**config.mk**
```make
export PLATFORM = sky130hd
export DESIGN_NAME = spike_event_scheduler
export DESIGN_NICKNAME = d
export VERILOG_FILES = /design/src/rtl/spike_event_scheduler.sv
export SDC_FILE = /design/constraint.sdc
export NUM_CORES = 1
export LEC_CHECK = 0
export ABC_AREA = 1
export ABC_CLOCK_PERIOD_IN_PS = 8300
export BUFFER_PORTS_ARGS = -buffer_cell sky130_fd_sc_hd__clkbuf_2
export CAP_MARGIN = 10
export CORE_ASPECT_RATIO = 0.6
export CORE_MARGIN = 2
export CORE_UTILIZATION = 48
export DETAILED_ROUTE_END_ITERATION = 8
export PLACE_DENSITY = 0.61
export SYNTH_ARGS = -nofsm -noshare
export SYNTH_HDL_FRONTEND = slang
export SYNTH_SLANG_ARGS = --single-unit
```
**constraint.sdc**
```tcl
create_clock -name clk -period 8.3 [get_ports clk]
set_input_delay 0.83 -clock clk [delete_from_list [all_inputs] [get_ports clk]]
set_output_delay 0.83 -clock clk [all_outputs]
set_load 0.005 [all_outputs]
```
**src/rtl/spike_event_scheduler.sv**
```systemverilog
// spike_event_scheduler
// Time-ordered stimulus source for the external spike router. Timestamped
// events (time, row, synapse address) are queued in a FIFO. Each event leaves
// as a one-cycle pulse on its row lane once the free-running time counter has
// reached the event's timestamp. The due and ordering tests are wrap-aware:
// an event counts as reached when the MSB of (now - time) is clear.
module spike_event_scheduler #(
  parameter int NUM_SYNAPSE_ROWS = 2,
  parameter int ADDR_WIDTH       = 6,
  parameter int TIME_WIDTH       = 16,
  parameter int DEPTH            = 16,
  localparam int ROW_W = (NUM_SYNAPSE_ROWS > 1) ? $clog2(NUM_SYNAPSE_ROWS) : 1,
  localparam int CNT_W = $clog2(DEPTH) + 1
) (
  input  logic                                   clk,
  input  logic                                   reset,
  input  logic                                   enable,
  input  logic                                   clear,
  input  logic                                   wr_valid,
  output logic                                   wr_ready,
  input  logic [TIME_WIDTH-1:0]                  wr_time,
  input  logic [ROW_W-1:0]                       wr_row,
  input  logic [ADDR_WIDTH-1:0]                  wr_addr,
  output logic [NUM_SYNAPSE_ROWS-1:0]            spike_valid,
  output logic [NUM_SYNAPSE_ROWS*ADDR_WIDTH-1:0] spike_addr,
  output logic [TIME_WIDTH-1:0]                  now,
  output logic [CNT_W-1:0]                       count,
  output logic                                   late_err,
  output logic                                   order_err,
  output logic                                   wr_err
);

  localparam int PTR_W = $clog2(DEPTH);

  // Event storage; contents are only meaningful between rd and wr pointers,
  // so the arrays carry no reset.
  logic [TIME_WIDTH-1:0] r_fifo_time [DEPTH];
  logic [ROW_W-1:0]      r_fifo_row  [DEPTH];
  logic [ADDR_WIDTH-1:0] r_fifo_addr [DEPTH];

  // Queue control.
  logic [PTR_W-1:0] r_wr_ptr;
  logic [PTR_W-1:0] r_rd_ptr;
  logic [CNT_W-1:0] r_count;

  // Time base and last accepted timestamp (for the ordering check).
  logic [TIME_WIDTH-1:0] r_now;
  logic [TIME_WIDTH-1:0] r_last_time;
  logic                  r_have_last;

  // Registered spike outputs.
  logic [NUM_SYNAPSE_ROWS-1:0]            r_spike_valid;
  logic [NUM_SYNAPSE_ROWS*ADDR_WIDTH-1:0] r_spike_addr;

  // Sticky error flags.
  logic r_late_err;
  logic r_order_err;
  logic r_wr_err;

  // Combinational decisions.
  logic                        w_full;
  logic                        w_empty;
  logic                        w_push;
  logic                        w_pop;
  logic                        w_drop;
  logic [TIME_WIDTH-1:0]       w_head_time;
  logic [ROW_W-1:0]            w_head_row;
  logic [ADDR_WIDTH-1:0]       w_head_addr;
  logic [TIME_WIDTH-1:0]       w_head_age;
  logic                        w_due;
  logic                        w_late;
  logic [TIME_WIDTH-1:0]       w_order_age;
  logic                        w_out_of_order;
  logic [NUM_SYNAPSE_ROWS-1:0] w_row_onehot;
  logic                        w_row_hit;

  // Occupancy flags come from the registered count, so a pop in the same
  // cycle never frees a slot for a write while the FIFO reads as full.
  assign w_full   = (r_count == CNT_W'(DEPTH));
  assign w_empty  = (r_count == '0);
  assign wr_ready = ~w_full;

  assign w_head_time = r_fifo_time[r_rd_ptr];
  assign w_head_row  = r_fifo_row[r_rd_ptr];
  assign w_head_addr = r_fifo_addr[r_rd_ptr];

  // Wrap-aware due test: the head has been reached when now - time is a
  // non-negative quantity in TIME_WIDTH-bit two's complement.
  assign w_head_age = r_now - w_head_time;
  assign w_due      = ~w_head_age[TIME_WIDTH-1];

  // Clear overrides both queue operations in its cycle.
  assign w_push = wr_valid & ~w_full & ~clear;
  assign w_pop  = enable & ~w_empty & w_due & ~clear;
  assign w_drop = wr_valid & w_full & ~clear;

  // A release is late when it happens after the exact timestamp cycle.
  // Events for a non-existent row are discarded silently.
  assign w_late = w_pop & w_row_hit & (r_now != w_head_time);

  // A new timestamp earlier than the previous accepted one (same MSB rule).
  assign w_order_age    = wr_time - r_last_time;
  assign w_out_of_order = w_push & r_have_last & w_order_age[TIME_WIDTH-1];

  // Decode the head's row into a lane mask; out-of-range rows match no lane.
  always_comb begin
    w_row_onehot = '0;
    for (int r = 0; r < NUM_SYNAPSE_ROWS; r++) begin
      if (w_head_row == ROW_W'(r)) begin
        w_row_onehot[r] = 1'b1;
      end
    end
  end

  assign w_row_hit = |w_row_onehot;

  // Store an accepted event at the tail slot.
  always_ff @(posedge clk) begin
    if (w_push) begin
      r_fifo_time[r_wr_ptr] <= wr_time;
      r_fifo_row[r_wr_ptr]  <= wr_row;
      r_fifo_addr[r_wr_ptr] <= wr_addr;
    end
  end

  // Track the most recent accepted timestamp for the ordering check.
  always_ff @(posedge clk) begin
    if (w_push) begin
      r_last_time <= wr_time;
    end
  end

  // FIFO pointers and occupancy; push and pop together leave count unchanged.
  always_ff @(posedge clk or posedge reset) begin
    if (reset) begin
      r_wr_ptr <= '0;
      r_rd_ptr <= '0;
      r_count  <= '0;
    end else if (clear) begin
      r_wr_ptr <= '0;
      r_rd_ptr <= '0;
      r_count  <= '0;
    end else begin
      if (w_push) begin
        r_wr_ptr <= r_wr_ptr + 1'b1;
      end
      if (w_pop) begin
        r_rd_ptr <= r_rd_ptr + 1'b1;
      end
      if (w_push && !w_pop) begin
        r_count <= r_count + 1'b1;
      end else if (!w_push && w_pop) begin
        r_count <= r_count - 1'b1;
      end
    end
  end

  // Time counter: advances while enabled, wraps naturally, cleared by clear.
  always_ff @(posedge clk or posedge reset) begin
    if (reset) begin
      r_now <= '0;
    end else if (clear) begin
      r_now <= '0;
    end else if (enable) begin
      r_now <= r_now + 1'b1;
    end
  end

  // Remember whether any timestamp has been accepted since reset/clear.
  always_ff @(posedge clk or posedge reset) begin
    if (reset) begin
      r_have_last <= 1'b0;
    end else if (clear) begin
      r_have_last <= 1'b0;
    end else if (w_push) begin
      r_have_last <= 1'b1;
    end
  end

  // Released event becomes a one-cycle pulse on its lane; lane addresses hold.
  always_ff @(posedge clk or posedge reset) begin
    if (reset) begin
      r_spike_valid <= '0;
      r_spike_addr  <= '0;
    end else begin
      r_spike_valid <= '0;
      if (w_pop) begin
        r_spike_valid <= w_row_onehot;
        for (int r = 0; r < NUM_SYNAPSE_ROWS; r++) begin
          if (w_row_onehot[r]) begin
            r_spike_addr[r*ADDR_WIDTH +: ADDR_WIDTH] <= w_head_addr;
          end
        end
      end
    end
  end

  // Sticky error flags, cleared only by reset or clear.
  always_ff @(posedge clk or posedge reset) begin
    if (reset) begin
      r_late_err  <= 1'b0;
      r_order_err <= 1'b0;
      r_wr_err    <= 1'b0;
    end else if (clear) begin
      r_late_err  <= 1'b0;
      r_order_err <= 1'b0;
      r_wr_err    <= 1'b0;
    end else begin
      if (w_late) begin
        r_late_err <= 1'b1;
      end
      if (w_out_of_order) begin
        r_order_err <= 1'b1;
      end
      if (w_drop) begin
        r_wr_err <= 1'b1;
      end
    end
  end

  assign spike_valid = r_spike_valid;
  assign spike_addr  = r_spike_addr;
  assign now         = r_now;
  assign count       = r_count;
  assign late_err    = r_late_err;
  assign order_err   = r_order_err;
  assign wr_err      = r_wr_err;

endmodule

```
==> results of run 1 <==
## flip-flops by register name (all words and copies together) (netlist names), 2 cells and up
signal	count
r_last_time	16
spike_valid	2
r_rd_ptr	4
now	16
r_wr_ptr	4
count	5
r_fifo_addr	96
spike_addr	12
r_fifo_time	256
r_fifo_row	16
## cell type report
cell class	count	share of cell area
Inverter	90	0.0170
Timing Repair Buffer	92	0.0265
Sequential cell	431	0.633
Tap cell	476	0.0296
Clock buffer	53	0.0559
Multi-Input combinational cell	836	0.227
Clock inverter	23	0.0109
## kinds of logic after synthesis
| logic type | count (synthesis) | share of synthesized area |
|---|---|---|
| AOI/OAI and AO/OA | 378 | 0.126 |
| xor gates and xnor gates | 3 | 0.00147 |
| adders and majority gates | 39 | 0.0277 |
| buffers and inverters | 170 | 0.0383 |
| DFF | 431 | 0.711 |
| and+or+nand+nor | 416 | 0.0955 |
## where the power goes
group | internal [uW] | switching (uW) | total (uW)
combinational | 263 | 607 | 870
sequential | 2440 | 61.4 | 2500
clock | 1080 | 816 | 1900
## routing by layer
metal	track usage	wire length, um	vias up
met5	0	0	-
met3	0.0506	3980	57
met2	0.345	20000	487
met1	0.374	21300	5693
li1	-	-	5368
met4	0.0487	680	0
## tightest hold or removal path: cells and delay by family (launching register included)
family | cells | cell delay, ns
DFF | 1 | 0.34
and+or+nand+nor | 2 | 0.11
## Yosys cell counts, drive strengths merged (3+ instances only)
cell    count  share of area
a21oi      28         0.0078
o22ai      50          0.018
dfrtp      47          0.066
nor2      218          0.046
buf        23         0.0074
o211ai     31          0.013
nand3      42          0.013
o21ai     218          0.063
clkbuf     57          0.012
inv        88          0.018
a31oi       3         0.0011
nor3       22         0.0062
nand2     125          0.026
edfxtp    384           0.65
ha         38          0.027
o221ai     43          0.021
nand4       6         0.0021
## through the flow
| step | setup WS, ns | power, uW | hold slack (ns) |
|---|---|---|---|
| after global placement | 2.92 | 3390 | 0.464 |
| after floorplan | 4.27 | 3120 | 0.451 |
| final | 2.76 | 5270 | 0.479 |
| after CTS | 2.75 | 5300 | 0.487 |
| after global routing | 2.27 | 5510 | 0.510 |
| after detailed placement | 2.78 | 3410 | 0.470 |
## path summary, 6_finish.rpt
kind,startpoint,to,slack (ns),cells after the start
max,r_rd_ptr[0],count[4],2.76,24
min,order_err,order_err,0.48,2
max reg2reg,r_rd_ptr[0],count[4],2.76,24
min reg2reg,order_err,order_err,0.48,2
max in group asynchronous,reset,r_rd_ptr[0],6.99,2
min in group asynchronous,reset,now[4],0.52,2
==> run_results.csv, run 1 <==
group,metric,value,unit
outcome,status,"finished, final reports clean",
flow_run,cap_violations,0,
placed_design,port_buffers,66,
synth,netlist_area,17900,um^2
global_routing,overflow,0,
die,die-area,38800,um^2
routing,drc,0,
timing,fmax,181,MHz
synth,synth_flop_cell,"edfxtp_1",
routing,routed-via-count,11605,
worst_hold_path,min_path_type,"reg2reg",
clocking,clk_pin_slew,0.07,ns
power,power_density,262,nW/um^2
synth,synth_warnings,0,
worst_setup_path,crit_chain,"inv_4 > buf_4 > o21ai_0 > o221ai_1 > nand3_1 > nand2_1 > inv_1 > ha_1 > a21o_1 > o21ai_0 > nand2_1 > a21oi_1 > nand3_2 > nand3_4 > nand2_1 > ha_1 > a21oi_1 > nand2_1 > xor2_1 > inv_1 > nand2_1 > nand2_1 > nand3_1 > nand2_1",
clocking,post_cts_buffers,0,
worst_setup_path,worstPathArrival,5.98,ns
clocking,root_buffer,"clkbuf_16",
finish,most-common-layout-cells,"384 x edfxtp_1, 212 x nor2_1, 206 x o21ai_0",
routing,postRouteAntennaNets,0,
synth,synth-async-reset-ratio,0.109,
finish,seq_area,12700,um^2
power,cellLeakagePower,0.00721,uW
finish,drive_gt1_frac,0.126,
worst_setup_path,crit_top_cell,"nand2_1",
worst_setup_path,critPathMaxFanout,121,
timing,finalSetupViolations,0,
finish,antenna_cells,0,
synth,ys_types,40,
worst_setup_path,cp-end-kind,"flop",
finish,final_common_cell,"edfxtp_1",
synth,netlist_instances,1437,
timing,fin_crit_sh,0.667,
timing,fin_skew,0.0134,ns
finish,fin_nets,1559,
timing,maxSlewViolCount,0,
finish,final_cells,2001,
synth,synth_nets,1504,
global_routing,grt_max_degree,122,
worst_setup_path,max_stage_delay,0.87,ns
worst_setup_path,critical_path_class,"reg2reg",
timing,worst-slew-pin-transition,1.17,ns
worst_setup_path,worstPathRequired,8.74,ns
synth,synth_edf_count,384,
timing,fin_tns_setup,0,ns
die,die_width,253,um
worst_setup_path,crit_buf_inv,4,
placed_design,dp_hpwl,24600,um
die,die_h,153,um
finish,post-route-util,0.551,
finish,design_area,20100,um^2
global_routing,grt_pass1_vias,10859,
synth,yosysSeqAreaShare,0.711,
timing,finalCriticalPeriod,5.54,ns
clocking,ctsResizeCount,0,
clocking,ctsHoldBuffers,0,
clocking,cts_num_sinks,431,
placed_design,dp_cells,1924,
placed_design,gp_congestion,0.802,
finish,nFillCells,3065,
timing,hold_violations,0,
worst_setup_path,start_kind,"flop",
clocking,cts_tree,"done",
placed_design,placed_area,18700,um^2
routing,first_iter_violations,1317,
global_routing,antenna_found_initial,1,
die,io_pins,67,
synth,avgSynthCellArea,12.4,um^2
routing,dr.pass1.iters,5,
routing,totalWireLength,45900,um
global_routing,grt_usage,0.239,
finish,syn_to_final_growth,12.4,%
routing,wl_per_cell,22.9,um
clocking,clock_path_buffers,3,
clocking,cts_max_level,2,
synth,ys_seq_elements,431,
worst_setup_path,cpLargestDelayFamily,"buffers and inverters",
global_routing,grt_pass1_wl,69100,um
die,initial_utilization,0.490,
die,row_count,54,
clocking,numCtsBuffers,41,
timing,grt_setup_unrepaired,"false",
timing,max_slew_margin,0.222,
routing,viasPerCell,5.80,
clocking,clkLatencyLatePin,0.56,ns
worst_setup_path,crit_slowest_cell,"inv_4",
power,vdd_drop_max,191,uV
finish,multi_input_area,4570,um^2
die,core,36500,um^2
Power figures use the tool's default switching activity.
==> inputs of run 2 (changes only) <==
Settings changed: ABC_CLOCK_PERIOD_IN_PS 8300 to 5270.
Clock period 8.3 ns to 5.27 ns, I/O delays scaled along.
==> run 2 against run 1 <==
Against the previous run:
- global-route usage is 0.42 points higher
- cell count is 0.30% higher
- count of clock-buffer cells in the layout is 5 lower
- wire length is 1.2% higher
- non-clock buffer count is 7 higher
- via count is 1.2% higher
- combinational power is 60% higher
- largest power group unchanged
==> run_results.csv, run 2 (synthesized netlist as in run 1, its figures left out) <==
group,metric,value,unit
timing,max_slew_margin,0.202,
die,die_width,253,um
worst_setup_path,cp-end-kind,"flop",
clocking,post_cts_buffers,0,
finish,nFillCells,3025,
global_routing,grt_pass1_wl,69900,um
power,power_density,408,nW/um^2
worst_setup_path,cp.depth,24,
timing,grt_setup_unrepaired,"false",
die,initial_utilization,0.490,
timing,finalSetupViolations,0,
worst_setup_path,start_kind,"flop",
timing,hold_violations,0,
die,core,36500,um^2
timing,fin_crit_sh,0.913,
clocking,cts_num_sinks,431,
timing,fmax,208,MHz
finish,multi_input_area,4570,um^2
routing,totalWireLength,46500,um
worst_setup_path,crit_top_cell,"nand2_1",
finish,design_area,20200,um^2
die,io_pins,67,
flow_run,cap_violations,0,
finish,syn_to_final_growth,13.0,%
worst_setup_path,timing.rr.end,"count[4]",
timing,maxSlewViolCount,0,
clocking,cts_max_level,2,
worst_hold_path,min_path_type,"in2async",
worst_setup_path,critical_path_class,"reg2reg",
finish,fin_nets,1566,
die,row_count,54,
finish,reg_top3,"r_fifo_time (256), r_fifo_addr (96)",
timing,fin_tns_setup,0,ns
worst_setup_path,cpLargestDelayFamily,"simple AND/OR/NAND/NOR gates",
global_routing,grt_usage,0.243,
worst_setup_path,reg2reg_slack,0.46,ns
routing,routed-via-count,11742,
worst_setup_path,ff2ff_path_depth,24,
finish,antenna_cells,0,
global_routing,antenna_found_initial,3,
finish,largest_register,"r_fifo_time",
finish,drive_gt1_frac,0.131,
clocking,clk_pin_slew,0.07,ns
routing,dr.pass1.iters,5,
outcome,status,"finished, final reports clean",
global_routing,grt_max_degree,95,
clocking,clkLatencyLatePin,0.55,ns
die,die_h,153,um
timing,worst-slew-pin-transition,1.19,ns
clocking,numCtsBuffers,41,
global_routing,overflow,0,
finish,largest_reg_flops,256,
clocking,ctsResizeCount,0,
worst_setup_path,crit_chain,"inv_4 > buf_12 > o21ai_0 > o221ai_1 > o211ai_1 > nand2_1 > inv_1 > ha_1 > nand2_1 > nor3_1 > nand2_1 > nand3_1 > nand3_1 > nand3_4 > nand2_1 > ha_1 > a21oi_1 > nand2_1 > xor2_1 > inv_1 > nand2_1 > nand2_1 > nand3_1 > nand2_1",
worst_setup_path,critPathMaxFanout,84,
clocking,root_buffer,"clkbuf_16",
finish,seq_area,12700,um^2
routing,first_iter_violations,1470,
clocking,cts_tree,"done",
timing,fin_skew,0.0134,ns
worst_setup_path,max_stage_delay,0.64,ns
timing,finalCriticalPeriod,4.81,ns
worst_setup_path,rr_startpoint,"r_rd_ptr[0]",
placed_design,gp_congestion,0.834,
finish,final_common_cell,"edfxtp_1",
routing,wl_per_cell,23.2,um
finish,most-common-layout-cells,"384 x edfxtp_1, 212 x nor2_1, 206 x o21ai_0",
placed_design,dp_hpwl,25800,um
power,cellLeakagePower,0.00725,uW
routing,viasPerCell,5.85,
routing,postRouteAntennaNets,0,
placed_design,port_buffers,66,
worst_setup_path,crit_buf_inv,4,
clocking,clock_path_buffers,3,
placed_design,placed_area,18900,um^2
die,die-area,38800,um^2
worst_setup_path,worstPathRequired,5.70,ns
worst_setup_path,worstPathArrival,5.24,ns
global_routing,grt_pass1_vias,10842,
worst_setup_path,crit_slowest_cell,"dfrtp_4",
routing,drc,0,
power,vdd_drop_max,290,uV
clocking,ctsHoldBuffers,0,
==> run 2: changes by cell type in the layout (fill, tap and decap cells not counted), moves of 2 or more <==
cell / before / now
clkinvlp_4: 1 / 4
buf_12: 0 / 6
buf_4: 25 / 27
clkbuf_1: 9 / 5
clkinv_1: 10 / 12
==> run 2: worst register-to-register path: stages, from the launching register on <==
cell and delay, ns:
dfrtp_4 0.64, inv_4 0.31, buf_12 0.35, o21ai_0 0.16, o221ai_1 0.17, o211ai_1 0.11
nand2_1 0.09, inv_1 0.05, ha_1 0.29, nand2_1 0.10, nor3_1 0.64, nand2_1 0.11
nand3_1 0.09, nand3_1 0.13, nand3_4 0.14, nand2_1 0.19, ha_1 0.38, a21oi_1 0.17
nand2_1 0.08, xor2_1 0.17, inv_1 0.07, nand2_1 0.06, nand2_1 0.05, nand3_1 0.07
nand2_1 0.07
==> run 2: worst max-delay path by stage <==
stage | start | slack, ns | to
2_1_floorplan | r_rd_ptr[0] | 1.26 | count[4]
3_3_place_gp | r_rd_ptr[0] | 0.71 | count[4]
3_5_place_dp | r_rd_ptr[0] | 0.58 | count[4]
4_1_cts | r_rd_ptr[0] | 0.57 | count[4]
5_1_grt | r_rd_ptr[0] | 0.06 | count[4]
6_report | r_rd_ptr[0] | 0.46 | count[4]
==> run 2: final cells by class <==
| class | instances | share of cell area |
|---|---|---|
| sequential | 431 | 0.630 |
| multi-input combinational | 836 | 0.226 |
| clock buffer | 48 | 0.0542 |
| timing repair buffer | 99 | 0.0324 |
| tap | 476 | 0.0295 |
| inverter | 90 | 0.0169 |
| clock inverter | 27 | 0.0108 |
==> run 2: power by group <==
group	total (uW)	internal, uW	switching (uW)
combinational	1390	451	935
sequential	3930	3840	91.1
clock	2920	1640	1280
==> run 2: stage by stage <==
step	setup WS, ns	utilization	total power [uW]	cells	hold WS (ns)
finish	0.461	0.553	8240	2007	0.233
global route	0.0631	0.553	8610	2007	0.306
CTS	0.571	0.553	8280	2007	0.254
detailed placement	0.579	0.517	5390	1932	0.467
global placement	0.707	0.517	5360	1932	0.465
floorplan	1.26	-	4910	1437	0.451
==> run 2: routing by layer <==
| metal | global-route usage | wire (um) |
|---|---|---|
| met1 | 0.397 | 22200 |
| met2 | 0.334 | 19200 |
| met3 | 0.0496 | 4390 |
| met4 | 0.0499 | 709 |
| met5 | 0 | 13 |
